--- src/rtl/pixel_trigger_gen_if.sv ---
// Read bus between the trigger generator and the
// timestamp/active-pixel memory group.
interface pixel_trigger_gen_if #(
  parameter int ADDR_W = 11,
  parameter int TS_W   = 16
);
  logic [ADDR_W-1:0] raddr_o;
  logic [TS_W-1:0]   timestamp_i;
  logic              active_pixel_i;

  modport master (
    output raddr_o,
    input  timestamp_i,
    input  active_pixel_i
  );

  modport slave (
    input  raddr_o,
    output timestamp_i,
    output active_pixel_i
  );
endinterface

--- src/rtl/pixel_trigger_gen.sv ---
// Walks one scan line of the timestamp memory and
// pulses a trigger per active pixel on its tick count.
module pixel_trigger_gen #(
  parameter int ADDR_W = 11,
  parameter int TS_W   = 16
) (
  input  logic              clk_i,
  input  logic              rst_i,
  input  logic              enable_i,
  input  logic              line_sync_i,
  input  logic [ADDR_W-1:0] pixels_per_line_i,
  input  logic              clear_overrun_i,
  pixel_trigger_gen_if.master mem,
  output logic              pixel_trig_o,
  output logic              new_line_o,
  output logic              busy_o,
  output logic              overrun_o
);

  typedef enum logic [2:0] {
    IDLE,
    FETCH,
    LOAD,
    COUNT,
    DONE
  } state_e;

  state_e            state_q, state_d;
  logic [ADDR_W-1:0] raddr_q, raddr_d;
  logic [ADDR_W-1:0] ppl_q, ppl_d;
  logic [ADDR_W-1:0] idx_q, idx_d;
  logic [TS_W-1:0]   cnt_q, cnt_d;
  logic [TS_W-1:0]   eff_ts;
  logic              act_q, act_d;
  logic              trig_q, trig_d;
  logic              nl_q, nl_d;
  logic              ovr_q, ovr_d;
  logic              start_ok;
  logic              mid_line;
  logic              fire;
  logic              last_px;

  // Minimum of 2 ticks keeps the next entry's read data valid at reload.
  assign eff_ts = (mem.timestamp_i < TS_W'(2)) ?
                  TS_W'(2) : mem.timestamp_i;

  assign start_ok = line_sync_i &
                    (pixels_per_line_i != '0);
  assign mid_line = (state_q == FETCH) ||
                    (state_q == LOAD) ||
                    (state_q == COUNT);
  assign fire     = (state_q == COUNT) &&
                    (cnt_q == TS_W'(1));
  assign last_px  = (idx_q == ppl_q - ADDR_W'(1));

  // Next-state and datapath updates; abort paths take priority.
  always_comb begin
    state_d = state_q;
    raddr_d = raddr_q;
    ppl_d   = ppl_q;
    idx_d   = idx_q;
    cnt_d   = cnt_q;
    act_d   = act_q;
    trig_d  = 1'b0;
    nl_d    = 1'b0;
    ovr_d   = clear_overrun_i ? 1'b0 : ovr_q;
    if ((state_q != IDLE) && !enable_i) begin
      state_d = IDLE;
      raddr_d = '0;
      idx_d   = '0;
      cnt_d   = '0;
      act_d   = 1'b0;
    end else if (mid_line && line_sync_i) begin
      ovr_d   = 1'b1;
      raddr_d = '0;
      idx_d   = '0;
      cnt_d   = '0;
      act_d   = 1'b0;
      if (start_ok) begin
        ppl_d   = pixels_per_line_i;
        state_d = FETCH;
      end else begin
        state_d = IDLE;
      end
    end else begin
      unique case (state_q)
        IDLE: begin
          if (enable_i && start_ok) begin
            ppl_d   = pixels_per_line_i;
            raddr_d = '0;
            state_d = FETCH;
          end
        end
        FETCH: state_d = LOAD;
        LOAD: begin
          cnt_d   = eff_ts;
          act_d   = mem.active_pixel_i;
          idx_d   = '0;
          raddr_d = ADDR_W'(1);
          state_d = COUNT;
        end
        COUNT: begin
          if (fire) begin
            trig_d = act_q;
            if (last_px) begin
              nl_d    = 1'b1;
              state_d = DONE;
            end else begin
              cnt_d   = eff_ts;
              act_d   = mem.active_pixel_i;
              idx_d   = idx_q + ADDR_W'(1);
              raddr_d = raddr_q + ADDR_W'(1);
            end
          end else begin
            cnt_d = cnt_q - TS_W'(1);
          end
        end
        DONE: begin
          raddr_d = '0;
          idx_d   = '0;
          cnt_d   = '0;
          if (start_ok) begin
            ppl_d   = pixels_per_line_i;
            state_d = FETCH;
          end else begin
            state_d = IDLE;
          end
        end
        default: state_d = IDLE;
      endcase
    end
  end

  // State and datapath registers with synchronous reset.
  always_ff @(posedge clk_i) begin
    if (rst_i) begin
      state_q <= IDLE;
      raddr_q <= '0;
      ppl_q   <= '0;
      idx_q   <= '0;
      cnt_q   <= '0;
      act_q   <= 1'b0;
      trig_q  <= 1'b0;
      nl_q    <= 1'b0;
      ovr_q   <= 1'b0;
    end else begin
      state_q <= state_d;
      raddr_q <= raddr_d;
      ppl_q   <= ppl_d;
      idx_q   <= idx_d;
      cnt_q   <= cnt_d;
      act_q   <= act_d;
      trig_q  <= trig_d;
      nl_q    <= nl_d;
      ovr_q   <= ovr_d;
    end
  end

  assign mem.raddr_o  = raddr_q;
  assign pixel_trig_o = trig_q;
  assign new_line_o   = nl_q;
  assign busy_o       = (state_q != IDLE);
  assign overrun_o    = ovr_q;

endmodule

--- src/flat_wrapper.sv ---
// flat-port wrapper written by rule: the top's interface ports become plain ports
module pixel_trigger_gen_flat 
#(
  parameter int ADDR_W = 11,
  parameter int TS_W   = 16
)
  (clk_i, rst_i, enable_i, line_sync_i, pixels_per_line_i, clear_overrun_i, pixel_trig_o, new_line_o, busy_o, overrun_o, mem_raddr_o, mem_timestamp_i, mem_active_pixel_i);
  pixel_trigger_gen_if #(.ADDR_W(ADDR_W), .TS_W(TS_W)) mem_i ();
  input  logic clk_i;
  input  logic rst_i;
  input  logic enable_i;
  input  logic line_sync_i;
  input  logic [ADDR_W-1:0] pixels_per_line_i;
  input  logic clear_overrun_i;
  output logic pixel_trig_o;
  output logic new_line_o;
  output logic busy_o;
  output logic overrun_o;
  output wire logic [$bits(mem_i.raddr_o)-1:0] mem_raddr_o;
  input wire logic [$bits(mem_i.timestamp_i)-1:0] mem_timestamp_i;
  input wire logic [$bits(mem_i.active_pixel_i)-1:0] mem_active_pixel_i;
  assign mem_raddr_o = mem_i.raddr_o;
  assign mem_i.timestamp_i = mem_timestamp_i;
  assign mem_i.active_pixel_i = mem_active_pixel_i;
  pixel_trigger_gen #(.ADDR_W(ADDR_W), .TS_W(TS_W)) u_core (.clk_i(clk_i), .rst_i(rst_i), .enable_i(enable_i), .line_sync_i(line_sync_i), .pixels_per_line_i(pixels_per_line_i), .clear_overrun_i(clear_overrun_i), .mem(mem_i), .pixel_trig_o(pixel_trig_o), .new_line_o(new_line_o), .busy_o(busy_o), .overrun_o(overrun_o));
endmodule
--- config.mk ---
export PLATFORM = sky130hd
export DESIGN_NAME = pixel_trigger_gen_flat
export DESIGN_NICKNAME = d
export VERILOG_FILES = /design/src/rtl/pixel_trigger_gen_if.sv /design/src/rtl/pixel_trigger_gen.sv /design/src/flat_wrapper.sv
export SDC_FILE = /design/constraint.sdc
export NUM_CORES = 1
export LEC_CHECK = 0
export CAP_MARGIN = 40
export CORE_UTILIZATION = 55
export CTS_CLUSTER_DIAMETER = 60
export DETAILED_ROUTE_END_ITERATION = 8
export PLACE_DENSITY = 0.8
export SYNTH_ARGS = -nofsm -noshare
export SYNTH_HDL_FRONTEND = slang
export SYNTH_SLANG_ARGS = --single-unit
--- constraint.sdc ---
create_clock -name clk_i -period 3.4 [get_ports clk_i]
set_input_delay 0.51 -clock clk_i [delete_from_list [all_inputs] [get_ports clk_i]]
set_output_delay 0.51 -clock clk_i [all_outputs]
set_load 0.01 [all_outputs]
==> metrics.md, run 1 <==
| Metric | Value |
|---|---|
| Worst setup EP type | register |
| Total of fill cells in the finished design | 485 |
| Clk buf depth | 2 |
| Combinational Power Share | 0.140 |
| Final setup fails | 0 |
| Setup TNS | 0 ps |
| Area growth syn-to-layout | 18.5% |
| Leading cell types in the layout, fill and taps excluded | dfxtp_1 (56), nor2_1 (50), clkdlybuf4s50_1 (47) |
| Postcts setup bufs | 0 |
| Class of the worst hold path | reg2reg |
| Die Y-Extent | 80.5 um |
| Max Cap Viol | 0 |
| I/O Buffers | 47 |
| Count of different cell masters after synthesis | 61 |
| Largest net degree at the start of global routing | 22 |
| CP max FO | 21 |
| Crit path largest cell delay | 540 ps |
| PwrDens | 326 mW/mm^2 |
| Critical path launch point type | register |
| Via count of the first global-routing pass | 3146 |
| Post-CTS Hold Buffers | 0 |
| GP Congestion | 0.841 |
| Overflow after GRT | 0 |
| Final hold vios | 0 |
| DRC Markers | 0 |
| Post-CTS resize count | 0 |
| Worst-skew pair later-pin latency | 310 ps |
| Status | complete, no violations |
| Total Routing Usage GR | 0.275 |
| Clock transition at the registers of the reported paths | 100 ps |
| Root buf cell | clkbuf_8 |
| Max H-tree Level | 2 |
| Post-synthesis register bit count | 56 |
| Worst slew pin tran | 810 ps |
| Placed insts | 539 |
| Async S/R FF share, synth | 0 |
| # diodes | 0 |
| Worst hold slack | 486 ps |
| Max Clk Rate | 0.328 GHz |
| Final Skew | 6.03 ps |
| WL/cell | 15.4 um |
| Fraction of power spent switching nets | 0.256 |
| Period utilization | 0.897 |
| Number of iterations in the first detailed-routing pass | 4 |
| GRT busiest layer | met2 |
| Post-synth top area share | 0.330 |
| Antenna violations before repair | 0 |
| Commonest non-fill, non-tap cell in the layout | dfxtp_1 |
| Final net count | 509 |
| Share of cells above drive strength 1 | 0.0551 |
| Post-Synthesis Cells | 431 |
| Via count | 3361 |
| Final slew viol count | 0 |
| LEAKAGE | 0.00148 uW |
| Worst Setup Slack, final | 350 ps |
| Clock network fraction of design power | 0.340 |
| Hold path startpoint | u_core.act_q$_SDFFE_PP0P_ |
| I/O pin total | 48 |
| Sequential-to-total area share from yosys stat | 0.330 |
| Reg2reg setup slack | 350 ps |
| Starting DRT DRC Count | 181 |
| Std-Cell Core Area | 0.00592 sq mm |
| Worst VDD drop | 0.000189 V |
| Crit path kind | reg2reg |
| Yosys warns | 0 |
| Crit path from | u_core.ppl_q[0]$_SDFFE_PP0P_ |
| Die width | 80.5 um |
| Starting Density | 0.573 |
| Die Area | 0.00649 sq mm |
| WL final | 8430 um |
| M1 GR Usage | 0.328 |
| Post-synth EDFFs | 0 |
| Critical path data arrival time | 3270 ps |
| Reg2reg start | u_core.ppl_q[0]$_SDFFE_PP0P_ |
| Syn_area_per_cell | 7.87 sq um |
| Mapped Nets | 469 |
| Vias per cell | 6.14 |
| Slew Limit Headroom | 0.455 |
| Post-Layout Cell Count | 547 |
| GR Util met2 | 0.497 |
| Reg power frac | 0.520 |
| DP Worst Slack | 404 ps |
| Crit-path cells | inv_1 -> ha_1 -> nor3b_2 -> nand3_1 -> or4b_1 -> a2bb2oi_1 -> nand4_2 -> nand2_1 -> buf_4 -> a31oi_1 -> o41ai_1 |
| Final HPWL DP | 6120 um |
| Routing usage on met3 | 0.0443 |
| Slowest cell on crit path | or4b_1 |
| CTS Buf Count | 5 |
| Row count | 28 |
| CTS tree | done |
| Main synth FF type | dfxtp_1 |
| Post-synth top area cell | dfxtp_1 |
| Top cells by area, synth | dfxtp_1 (33%), nor2_1 (5.5%), mux2i_1 (5.3%) |
| Period minus WS final | 3050 ps |
| CTS sink cnt | 56 |
| Req. time, crit path | 3620 ps |
| P_int | 976 uW |
| Mapped Area | 0.00339 sq mm |
| RSZ-0062 raised after global routing | false |
| Switching power | 336 uW |
| First-pass GRT wire length | 14100 um |
| Final antenna-violating net count | 0 |
## power groups by stage
stage | registers, uW | clock network [uW] | logic, uW
2_1_floorplan | 690 | 0 | 115
3_3_place_gp | 696 | 0 | 178
3_5_place_dp | 697 | 0 | 181
4_1_cts | 681 | 447 | 183
5_1_grt | 684 | 470 | 202
6_report | 682 | 446 | 184
## critical path, delay by kind of cell, from the launching register on
family | cells | cell delay (ps)
buffers and inverters | 2 | 340
AND/OR/NAND/NOR | 5 | 1350
flip-flops | 1 | 400
AO/OA/AOI/OAI | 3 | 650
adder cells (fa/ha/maj) | 1 | 210
## stage by stage
step	cell area [sq um]	total power, uW	util
after CTS	4020	1310	0.679
after global routing	4020	1360	0.679
after global placement	3910	874	0.661
after detailed placement	3910	878	0.661
after floorplan	3390	804	-
final	4020	1310	0.679
## registers in the layout (all words and copies together) (netlist names)
| name | cells |
|---|---|
| u_core.act_q | 1 |
| u_core.cnt_q | 16 |
| u_core.idx_q | 11 |
| u_core.mem.raddr_o | 11 |
| u_core.new_line_o | 1 |
| u_core.overrun_o | 1 |
| u_core.pixel_trig_o | 1 |
| u_core.ppl_q | 11 |
| u_core.state_q | 3 |
## layout make-up
type	instances	area [sq um]	share of cell area
multi-input cells	336	2110	0.525
flip-flops and latches	56	1120	0.279
well taps	75	93.8	0.0233
clock inverters	2	35.0	0.00871
clock buffers	6	72.6	0.0181
repair buffers	53	515	0.128
inverters	19	71.3	0.0177
## metal layers
layer  part of all wire  wire, um
met4              0.018       155
met2               0.49      4150
met1               0.44      3710
met3              0.048       405
met5                  0         0
## worst paths after layout
kind              cells after the start                           end
setup / recovery                     11  u_core.cnt_q[0]$_SDFFE_PP0P_
hold / removal                        2     u_core.act_q$_SDFFE_PP0P_
setup reg to reg                     11  u_core.cnt_q[0]$_SDFFE_PP0P_
hold reg to reg                       2     u_core.act_q$_SDFFE_PP0P_
## cell usage after synthesis, types with 3 or more instances
cell type and count:
nand2_1 39, buf_1 4, inv_1 19, a211oi_1 3
clkbuf_1 11, or3_1 3, dfxtp_1 56, o21ai_0 10
nor3_1 17, nor3b_1 4, and3_1 5, nor4_1 15
nand2b_1 9, a21o_1 10, nor2b_1 4, a21oi_1 27
nor2_1 50, a31oi_1 7, mux2i_1 18, xnor2_1 11
o211ai_1 6, a31o_2 3, nand3b_1 3, xor2_1 7
nand3_1 28, o31ai_1 7, nand4_1 7, ha_1 5
buf_2 3
## logic make-up after synthesis
logic type      after synthesis  share of synthesized area
simple gates                199                      0.302
compound gates               96                      0.202
flops                        56                      0.330
buf+inv                      39                     0.0476
xor+xnor                     18                     0.0465
mux                          18                     0.0531
fa+ha+maj                     5                     0.0184
No activity file was read; power rests on OpenSTA's default activity.
==> run 2, diff against run 1 <==
--- a/config.mk
+++ b/config.mk
@@ -9,6 +9,7 @@
 export CORE_UTILIZATION = 55
 export CTS_CLUSTER_DIAMETER = 60
 export DETAILED_ROUTE_END_ITERATION = 8
+export GPL_ROUTABILITY_DRIVEN = 0
 export PLACE_DENSITY = 0.8
 export SYNTH_ARGS = -nofsm -noshare
 export SYNTH_HDL_FRONTEND = slang
==> results of run 2 <==
The final DEF is identical to that of run 1; final timing and power are the same.
==> run 3, diff against run 2 <==
--- a/config.mk
+++ b/config.mk
@@ -11,6 +11,7 @@
 export DETAILED_ROUTE_END_ITERATION = 8
 export GPL_ROUTABILITY_DRIVEN = 0
 export PLACE_DENSITY = 0.8
+export SETUP_SLACK_MARGIN = 0.2
 export SYNTH_ARGS = -nofsm -noshare
 export SYNTH_HDL_FRONTEND = slang
 export SYNTH_SLANG_ARGS = --single-unit
==> metrics.md, run 3 (synthesis results as in run 1) <==
| Metric | Value |
|---|---|
| Antenna violations before repair | 0 |
| Root buf cell | clkbuf_8 |
| Period minus WS final | 2940 ps |
| Fraction of power spent switching nets | 0.255 |
| I/O pin total | 48 |
| Final slew viol count | 0 |
| Critical path launch point type | register |
| # diodes | 0 |
| Overflow after GRT | 0 |
| Combinational Power Share | 0.141 |
| CTS Buf Count | 5 |
| Final Skew | 7.74 ps |
| Post-CTS Hold Buffers | 0 |
| Final setup fails | 0 |
| Max Clk Rate | 0.340 GHz |
| Leading cell types in the layout, fill and taps excluded | dfxtp_1 (56), nor2_1 (50), clkdlybuf4s50_1 (47) |
| Starting Density | 0.573 |
| Vias per cell | 6.10 |
| Max reg flops | 16 |
| Placed insts | 539 |
| Delay-heaviest family, CP | simple AND/OR/NAND/NOR gates |
| Die Y-Extent | 80.5 um |
| Final antenna-violating net count | 0 |
| Commonest non-fill, non-tap cell in the layout | dfxtp_1 |
| Die Area | 0.00649 sq mm |
| Placed Area | 0.00391 sq mm |
| PwrDens | 326 mW/mm^2 |
| Crit path largest cell delay | 570 ps |
| RSZ-0062 raised after global routing | false |
| DRC Markers | 0 |
| Worst hold slack | 486 ps |
| Postcts setup bufs | 0 |
| Die width | 80.5 um |
| Clock network fraction of design power | 0.339 |
| Clock transition at the registers of the reported paths | 100 ps |
| Max H-tree Level | 2 |
| Fin util | 0.680 |
| Max Cap Viol | 0 |
| Largest net degree at the start of global routing | 22 |
| Crit path kind | reg2reg |
| Starting DRT DRC Count | 181 |
| Via count of the first global-routing pass | 3146 |
| Largest Register | u_core.cnt_q |
| CTS sink cnt | 56 |
| Final HPWL DP | 6120 um |
| Setup TNS | 0 ps |
| Post-Layout Cell Count | 547 |
| P_int | 977 uW |
| Std-Cell Core Area | 0.00592 sq mm |
| CP bufs+invs | 2 |
| Final net count | 509 |
| Clk buf depth | 2 |
| Worst VDD drop | 0.000189 V |
| LEAKAGE | 0.00148 uW |
| Row count | 28 |
| Slowest cell on crit path | or4b_1 |
| Req. time, crit path | 3620 ps |
| Final hold vios | 0 |
| Worst-skew pair later-pin latency | 310 ps |
| Reg power frac | 0.520 |
| Worst setup EP type | register |
| CP max FO | 21 |
| Status | complete, no violations |
| Switching power | 335 uW |
| Total of fill cells in the finished design | 486 |
| Class of the worst hold path | reg2reg |
| First-pass GRT wire length | 14100 um |
| Slew Limit Headroom | 0.460 |
| WL final | 8400 um |
| Critical path data arrival time | 3160 ps |
| I/O Buffers | 47 |
| Worst slew pin tran | 803 ps |
| Period utilization | 0.864 |
| WL/cell | 15.4 um |
| Share of cells above drive strength 1 | 0.0572 |
| Total Routing Usage GR | 0.275 |
| Crit-path cells | inv_1 -> ha_1 -> nor3b_2 -> nand3_1 -> or4b_1 -> a2bb2oi_2 -> nand4_2 -> nand2_1 -> buf_4 -> a31oi_1 -> o41ai_1 |
| Number of iterations in the first detailed-routing pass | 5 |
| Via count | 3337 |
| CTS tree | done |
| Post-route cell area | 0.00403 sq mm |
| Area growth syn-to-layout | 18.7% |
-- run 3: power groups by stage --
stage	logic [uW]	clock network, uW	registers [uW]
floorplan	115	0	690
global placement	178	0	696
detailed placement	181	0	697
CTS	183	447	681
global route	204	470	684
finish	185	445	682
-- run 3: path summary, 6_finish.rpt --
| kind | start | endpoint | slack (ps) | depth (start not counted) |
|---|---|---|---|---|
| worst max-delay path | u_core.ppl_q[0]$_SDFFE_PP0P_ | u_core.cnt_q[0]$_SDFFE_PP0P_ | 460 | 11 |
| worst min-delay path | u_core.act_q$_SDFFE_PP0P_ | u_core.act_q$_SDFFE_PP0P_ | 490 | 2 |
| worst max register to register | u_core.ppl_q[0]$_SDFFE_PP0P_ | u_core.cnt_q[0]$_SDFFE_PP0P_ | 460 | 11 |
| worst min register to register | u_core.act_q$_SDFFE_PP0P_ | u_core.act_q$_SDFFE_PP0P_ | 490 | 2 |
-- run 3: per-stage QoR --
| stage | power (uW) | worst slack [ps] |
|---|---|---|
| 6_report | 1310 | 463 |
| 3_3_place_gp | 874 | 517 |
| 4_1_cts | 1310 | 370 |
| 3_5_place_dp | 878 | 404 |
| 2_1_floorplan | 804 | 852 |
| 5_1_grt | 1360 | 269 |
-- run 3: worst min-delay path: stages, from the launching register on --
cell,delay (ps)
dfxtp_1,310
inv_1,70
o31ai_1,70
-- run 3: routing by layer --
layer / share of wire / vias to the layer above / global-route usage
met5: 0 / - / 0
met4: 0.017 / 0 / 0.0911
met3: 0.054 / 14 / 0.0443
met2: 0.50 / 108 / 0.497
met1: 0.43 / 1558 / 0.328
li1: - / 1657 / -
-- run 3: what timing repair did --
item / CTS / global route
endpoints found under the setup margin: 0 / 4
hold endpoints to repair: 0 / 0
resized for setup: 0 / 1
-- run 3: area by class of cell --
class,count,area (sq um),area share
clock buffer,6,72.6,0.0180
clock inverter,2,35.0,0.00870
inverter,19,71.3,0.0177
multi-input combinational,336,2120,0.526
sequential,56,1120,0.278
tap,75,93.8,0.0233
timing repair buffer,53,515,0.128
